===== src/rtl/recirculation_mux_arbiter.sv =====
// Source-domain scheduler for a shared recirculation-mux CDC channel: round-robin
// picks a requester, holds its word, launches the sync pulse and waits for ack or timeout.
module recirculation_mux_arbiter #(
    parameter int g_requesters = 4,
    parameter int g_width      = 8,
    parameter int g_timeout    = 15
) (
    input  logic                              i_clk,
    input  logic                              i_rst_n,
    input  logic [g_requesters-1:0]           i_valid,
    input  logic [g_requesters*g_width-1:0]   i_data,
    output logic [g_requesters-1:0]           o_ready,
    input  logic                              i_ack,
    output logic                              o_pulse_A,
    output logic [g_width-1:0]                o_data_A,
    output logic [g_requesters-1:0]           o_grant,
    output logic                              o_busy,
    output logic                              o_timeout,
    output logic [7:0]                        o_timeout_cnt
);

    localparam int PW = $clog2(g_requesters);
    localparam int CW = (g_timeout < 1) ? 1 : $clog2(g_timeout + 1);
    localparam logic [CW-1:0] CNT_LAST = (g_timeout < 1) ? '0 : CW'(g_timeout - 1);
    localparam logic [PW-1:0] PTR_LAST = PW'(g_requesters - 1);

    typedef enum logic {S_IDLE, S_WAIT} state_t;

    state_t                  state_q, state_d;
    logic [PW-1:0]           ptr_q, ptr_d;
    logic [CW-1:0]           cnt_q, cnt_d;
    logic [g_width-1:0]      data_q, data_d;
    logic [g_requesters-1:0] grant_q, grant_d;
    logic                    pulse_q, pulse_d;
    logic                    timeout_q, timeout_d;
    logic [7:0]              to_cnt_q, to_cnt_d;

    logic                    win_found;
    logic [PW-1:0]           win_idx;
    logic [g_requesters-1:0] win_onehot;
    logic [g_width-1:0]      win_data;
    logic                    handshake;
    int                      k;

    // Search upward from the round-robin pointer, wrapping, for the first valid requester.
    always_comb begin
        // NOTE: every always_comb output gets a default first so no path can infer a latch.
        win_found = 1'b0;
        win_idx   = '0;
        k         = 0;
        for (int i = 0; i < g_requesters; i++) begin
            k = (int'(ptr_q) + i) % g_requesters;
            if (!win_found && i_valid[PW'(k)]) begin
                win_found = 1'b1;
                win_idx   = PW'(k);
            end
        end
    end

    always_comb begin
        win_onehot = '0;
        win_data   = '0;
        if (win_found) win_onehot[win_idx] = 1'b1;
        for (int j = 0; j < g_requesters; j++) begin
            if (win_onehot[j]) win_data = i_data[j*g_width +: g_width];
        end
    end

    assign o_ready   = (state_q == S_IDLE && i_rst_n) ? win_onehot : '0;
    assign handshake = |(i_valid & o_ready);

    always_comb begin
        state_d   = state_q;
        ptr_d     = ptr_q;
        cnt_d     = cnt_q;
        data_d    = data_q;
        grant_d   = grant_q;
        pulse_d   = 1'b0;
        timeout_d = 1'b0;
        to_cnt_d  = to_cnt_q;
        case (state_q)
            S_IDLE: begin
                if (handshake) begin
                    data_d  = win_data;
                    grant_d = win_onehot;
                    pulse_d = 1'b1;
                    cnt_d   = '0;
                    ptr_d   = (win_idx == PTR_LAST) ? '0 : win_idx + 1'b1;
                    state_d = S_WAIT;
                end
            end
            S_WAIT: begin
                cnt_d = cnt_q + 1'b1;
                // Ack has priority over a coincident timeout expiry.
                if (i_ack) begin
                    state_d = S_IDLE;
                    grant_d = '0;
                end else if (g_timeout != 0 && cnt_q == CNT_LAST) begin
                    timeout_d = 1'b1;
                    if (to_cnt_q != 8'hFF) to_cnt_d = to_cnt_q + 8'd1;
                    state_d = S_IDLE;
                    grant_d = '0;
                end
            end
            default: state_d = S_IDLE;
        endcase
    end

    // NOTE: sequential state uses non-blocking assignments only, so every flop samples pre-edge values.
    always_ff @(posedge i_clk or negedge i_rst_n) begin
        if (!i_rst_n) begin
            state_q   <= S_IDLE;
            ptr_q     <= '0;
            cnt_q     <= '0;
            data_q    <= '0;
            grant_q   <= '0;
            pulse_q   <= 1'b0;
            timeout_q <= 1'b0;
            to_cnt_q  <= '0;
        end else begin
            state_q   <= state_d;
            ptr_q     <= ptr_d;
            cnt_q     <= cnt_d;
            data_q    <= data_d;
            grant_q   <= grant_d;
            pulse_q   <= pulse_d;
            timeout_q <= timeout_d;
            to_cnt_q  <= to_cnt_d;
        end
    end

    assign o_pulse_A     = pulse_q;
    assign o_data_A      = data_q;
    assign o_grant       = grant_q;
    assign o_busy        = (state_q == S_WAIT);
    assign o_timeout     = timeout_q;
    assign o_timeout_cnt = to_cnt_q;

endmodule

===== config.mk =====
export PLATFORM = sky130hd
export DESIGN_NAME = recirculation_mux_arbiter
export DESIGN_NICKNAME = d
export VERILOG_FILES = /design/src/rtl/recirculation_mux_arbiter.sv
export SDC_FILE = /design/constraint.sdc
export NUM_CORES = 1
export LEC_CHECK = 0
export CORE_ASPECT_RATIO = 2
export CORE_MARGIN = 5
export CORE_UTILIZATION = 43
export CTS_CLUSTER_DIAMETER = 50
export DETAILED_ROUTE_END_ITERATION = 8
export GPL_TIMING_DRIVEN = 0
export PLACE_DENSITY_LB_ADDON = 0.15
export SLEW_MARGIN = 20
export SYNTH_ARGS = -nofsm -noshare
export SYNTH_HDL_FRONTEND = slang
export SYNTH_SLANG_ARGS = --single-unit

===== constraint.sdc =====
create_clock -name i_clk -period 2.5 [get_ports i_clk]
set_input_delay 0.5 -clock i_clk [delete_from_list [all_inputs] [get_ports i_clk]]
set_output_delay 0.5 -clock i_clk [all_outputs]
set_load 0.005 [all_outputs]

======== Word-level counts from Yosys, hierarchy flattened ========
Index checks and enable logic that the tools add are counted.
word-level totals
  input bits .............................. 39
  word-level logic and storage cells ...... 83
  register bits ........................... 29
  output and inout bits ................... 27
operators by class
  equal/unequal tests ..................... 5
  bitwise logic cells ..................... 3
  $lt $le $gt $ge ......................... 6
  add/subtract/negate cells ............... 6
  multiplexer cells ....................... 43
  reduce and logical (&&, ||, !) cells .... 12
operators with widths
  cell                 number
  $mux 8               4
  $mux 4               6
  $mux 1               20
  $lt 2x4->1 const B   4
  $pmux 4 s2           2
  $mux 2               5
  $add 8x1->8 const B  1
  $bmux 1 s2           4
  $ne 8x8->1 const B   1
  $logic_and 1x1->1    5
  $add 2x1->2 const B  2
  $add 2x2->2 const B  2
  $add 4x1->4 const B  1
  $and 4x4->4          1
  $eq 4x4->1 const B   1
  $reduce_and 2->1     2
  $reduce_and 4->1     1
  $reduce_or 4->1      1
  $logic_not 1->1      3
  $lt 2x3->1 const B   1
  $ne 3x2->1 const B   1
  $demux 1 s2          1
  $eq 2x2->1 const B   1
  $ge 2x1->1 const B   1
  other kinds (3)      4

======== Longest topological paths before layout ========
  depth after elaboration ................. 23
  depth in mapped cells ................... 11
  mapped depth without buffers ............ 9

======== Worst setup path before layout ========
No wires, ideal clock.
  path kind ............................... input to register
  start point ............................. input i_valid[2]
  end point ............................... register ptr_q[1]
  path buffers ............................ 2
  slack ................................... 0.174 ns
  stages on the path ...................... 9
  data required time ...................... 2.375 ns
  setup time .............................. 0.125 ns
  arrival time ............................ 2.201 ns
  cells stage by stage .................... and3_1 -> a211oi_1 -> inv_1 -> ha_1 -> buf_2 -> a22oi_1 -> a21oi_2 -> buf_4 -> mux2_4
on the way
  word-level cells in the longest chain between the ends .. 22
  elaborated cells between the ends (all ways) .. 39
  classes of those cells .................. add/sub: 1; order compare: 2; eq/ne: 1; mux: 25; bitwise: 1; reduce/logical: 9
RTL lines
  what                                       line  source
  from (decl)                                10    input logic [g_requesters-1:0] i_valid,
  $bmux 1 s2                                 53    if (!win_found && i_valid[PW'(k)]) begin
  $mux 1 (implied by the code) (2 in a row)  53
  $mux 1                                     53
  $logic_not 1->1                            53
  $logic_and 1x1->1                          53
  $mux 1                                     53
  $logic_not 1->1                            53
  $logic_and 1x1->1                          53
  [... 5 more ...]                           n/a
  $logic_and 1x1->1 (implied by the code)    63    if (win_found) win_onehot[win_idx] = 1'b1;
  $mux 1 (implied by the code)               63
  $demux 1 s2                                63
  $mux 4                                     63
  $mux 4                                     69    assign o_ready = (state_q == S_IDLE && i_rst_n) ? win_onehot : '0;
  $and 4x4->4                                70    assign handshake = |(i_valid & o_ready);
  $reduce_or 4->1                            70
  $reduce_and 2->1 (no line)                 n/a
  to (signal assigned)                       122   ptr_q <= ptr_d;
  to (decl)                                  30    logic [PW-1:0] ptr_q, ptr_d;
Parallel ways exist; a longest one is shown, timed or not. The select of a mux whose other input is x is not followed.
A chain may end at the register's enable or synchronous reset.

======== Final worst setup path ========
  start point ............................. register ptr_q[1]
  end point ............................... output o_ready[3]
on the way
  word-level cells in the longest chain between the ends .. 19
  elaborated cells between the ends (all ways) .. 36
  classes of those cells .................. add/sub: 3; order compare: 2; mux: 24; reduce/logical: 7
RTL lines
  what                                                                  line  source
  parallel branches: the longest is 17 deep, another holds $add 2x1->2  n/a
  $mux 4 *                                                              63
  $mux 4 *                                                              69
  to (decl)                                                             12    output logic [g_requesters-1:0] o_ready,
Mark *: on every way between the ends. The select of a mux whose other input is x is not followed.

==> impl_metrics.csv <==
group,metric,value,unit
status,status,"finished, final reports clean",
power_and_ir_drop,powerDensity,951,mW/mm^2
synth,synth_edf_count,0,
synth,netlist_area,0.00165,sq mm
clocking,cts.clk_slew.worst_paths,60,ps
global_routing,grt_pass1_vias,1739,
route,viasPerCell,5.18,
timing,drv_slew,0,
setup_path,critical_path_class,"register to output pin",
setup_path,worstSetupStartpointType,"register",
placement,gp_congestion,0.806,
global_routing,antenna_found_initial,0,
timing,fin_crit,2470,ps
synth,synth_cells,165,
timing,slew_headroom,0.546,
global_routing,grt_use_total,0.203,
timing,max_freq,406,MHz
setup_path,critPathSlowestCell,"dfrtp_2",
timing,skew,4.54,ps
final_layout,area_delta_synth_final,63.0,%
synth,synth_common_cells,"dfrtp_1, nor2_1, inv_1, nand2_1",
synth,async_reset_ff_frac,1.00,
final_layout,fill_cells,297,
setup_path,crit_chain,"mux2i_2 -> a211oi_4 -> buf_6 -> ha_2 -> buf_6 -> clkbuf_16 -> and2_1 -> buf_2",
floorplan,rows,32,
synth,yosysWarnings,0,
setup_path,end_kind,"output pin",
route,drtAntennaViolNets,0,
synth,yosysUniqueCellTypes,40,
clocking,clk_path_buf_depth,2,
clocking,clk_latency,280,ps
timing,setup_ws,34.4,ps
placement,port_buffers,65,
synth,syn_area_per_cell,9.99,sq um
clocking,root_buffer,"clkbuf_8",
flow_run,maxCapViolCount,0,
synth,synth_top_area_frac,0.440,
synth,synth_most_common_cell,"dfrtp_1",
route,vias,1576,
placement,dp_hpwl,3.60,mm
route,drcViolationCount,0,
setup_path,cp.arrival,1970,ps
synth,ys_top_cells_by_area,"dfrtp_1, ha_1, a211o_1",
synth,synth_flop_cell,"dfrtp_1",
setup_path,required,2000,ps
final_layout,register_area,727,sq um
floorplan,pin_count,66,
hold_path,min_path_type,"input pin to async pin",
clocking,cts_tree,"done",
final_layout,fin_nets,298,
final_layout,drive_above_1_share,0.241,
clocking,numCtsBuffers,5,
power_and_ir_drop,leakagePower,0.00118,uW
floorplan,start_util,0.433,
floorplan,die_h,97.5,um
floorplan,die_w,53.8,um
floorplan,dieArea,0.00525,sq mm
final_layout,n_antenna_cell,0,
timing,setup_viol,0,
power_and_ir_drop,finalPower,2550,uW
global_routing,grt_pass1_wl,7.94,mm
synth,synth_fp_nets,211,
floorplan,core_area,0.00380,sq mm
timing,rsz0062_at_grt,"true",
timing,hold_violations,0,
setup_path,worst_path_largest_cell_delay,470,ps
clocking,cts_hold_buffers,0,
power_and_ir_drop,peakVddDrop,0.000568,V
clocking,clock_sinks,29,
setup_path,cp_max_fo,6,
synth,post-synth-top-area-cell,"dfrtp_1",
route,drt_pass1_iterations,4,
global_routing,grt-ovfl-total,0,
global_routing,grt_max_degree,31,
placement,dp_slack,-1280,ps
clocking,h-tree-depth,2,
setup_path,worst_path_most_repeated_cell,"buf_6",
timing,min_period_over_period,0.986,
route,drt-initial-drc-count,34,
route,wl_per_cell,16.9,um
final_layout,multi_input_comb_area,923,sq um
synth,ys_ff_latch,29,
route,wl,5.12,mm
synth,seq_area_frac_synth,0.440,
timing,worstMarginPinSlew,681,ps
==> metrics by stage <==
stage          hold WS [ps]  utilization  area (sq um)  TNS (ps)  instances
3_3_place_gp            475        0.621          2360    -16380        281
5_1_grt                 306        0.706          2690      -467        304
4_1_cts                 267        0.686          2610     -21.0        297
2_1_floorplan           204            -          1650         0        165
3_5_place_dp            482        0.620          2360    -15830        281
6_report                263        0.706          2690         0        304
==> routing by layer <==
| metal | wire length, um | GRT usage | vias up |
|---|---|---|---|
| met5 | 0 | 0 | - |
| met4 | 139 | 0.0846 | 0 |
| met3 | 345 | 0.0553 | 14 |
| met2 | 2740 | 0.364 | 60 |
| met1 | 1900 | 0.203 | 737 |
| li1 | - | - | 765 |
==> worst max-delay path, delay by kind of cell (launching register included) <==
kind | cells | cell delay [ps]
simple gates | 1 | 110
compound gates | 1 | 280
buf+inv | 4 | 480
flops | 1 | 470
mux | 1 | 190
fa+ha+maj | 1 | 160
==> report_power, final <==
group / switching, uW / leakage (uW) / internal [uW]
clock: 174 / 0.0000450 / 192
combinational: 628 / 0.000766 / 816
sequential: 119 / 0.000370 / 625
==> cell type report <==
type                    count  share of cell area
well taps                  51              0.0238
clock inverters             2             0.00373
flip-flops and latches     29               0.271
inverters                  12              0.0177
plain buffers               8              0.0349
multi-input cells         115               0.344
repair buffers             81               0.279
clock buffers               6              0.0270
==> logic make-up after synthesis <==
kind of cell / count (synthesis) / share of synthesized area
multiplexers: 4 / 0.0289
adder cells (fa/ha/maj): 7 / 0.0531
XOR/XNOR: 8 / 0.0425
AND/OR/NAND/NOR: 51 / 0.166
flip-flops: 29 / 0.440
AO/OA/AOI/OAI: 45 / 0.210
buffers and inverters: 21 / 0.0600
==> state kept, by name, indices dropped and copies added (netlist names) <==
signal	flops
o_data_A	8
o_timeout_cnt	8
cnt_q	4
o_grant	4
ptr_q	2
o_busy	1
o_pulse_A	1
o_timeout	1
==> cell usage in the layout, fill, tap and decap left out, types with 3 or more instances in the layout <==
master / n
a31oi_1: 7
a21oi_1: 5
xnor2_1: 5
nand2_1: 12
nand2b_1: 3
inv_1: 10
ha_4: 3
clkdlybuf4s50_1: 56
nor2_1: 13
clkbuf_8: 5
a22o_1: 4
buf_2: 7
xor2_1: 3
ha_1: 3
buf_4: 16
a221oi_1: 7
nand4_1: 4
dfrtp_1: 28
nand3_1: 4
buf_6: 5
and2_1: 5
a22oi_1: 3
a211o_1: 7
==> path summary, 6_finish.rpt <==
| kind | slack [ps] | depth (start not counted) | start | end |
|---|---|---|---|---|
| setup / recovery | 30 | 8 | ptr_q[1] | o_ready[3] |
| hold / removal | 260 | 1 | i_rst_n | o_timeout_cnt[7] |
| setup reg to reg | 80 | 10 | ptr_q[1] | ptr_q[1] |
| hold reg to reg | 510 | 1 | o_grant[3] | o_grant[3] |
| max in group asynchronous | 1760 | 1 | i_rst_n | ptr_q[1] |
| min in group i_clk | 510 | 1 | o_grant[3] | o_grant[3] |
==> repair_timing <==
action,in CTS,in global routing
pin swaps,5,4
endpoints found under the hold margin,0,0
buffers inserted,9,7
setup endpoints to repair,24,7
resized for setup,46,17
(Power assumes the default switching activity.)
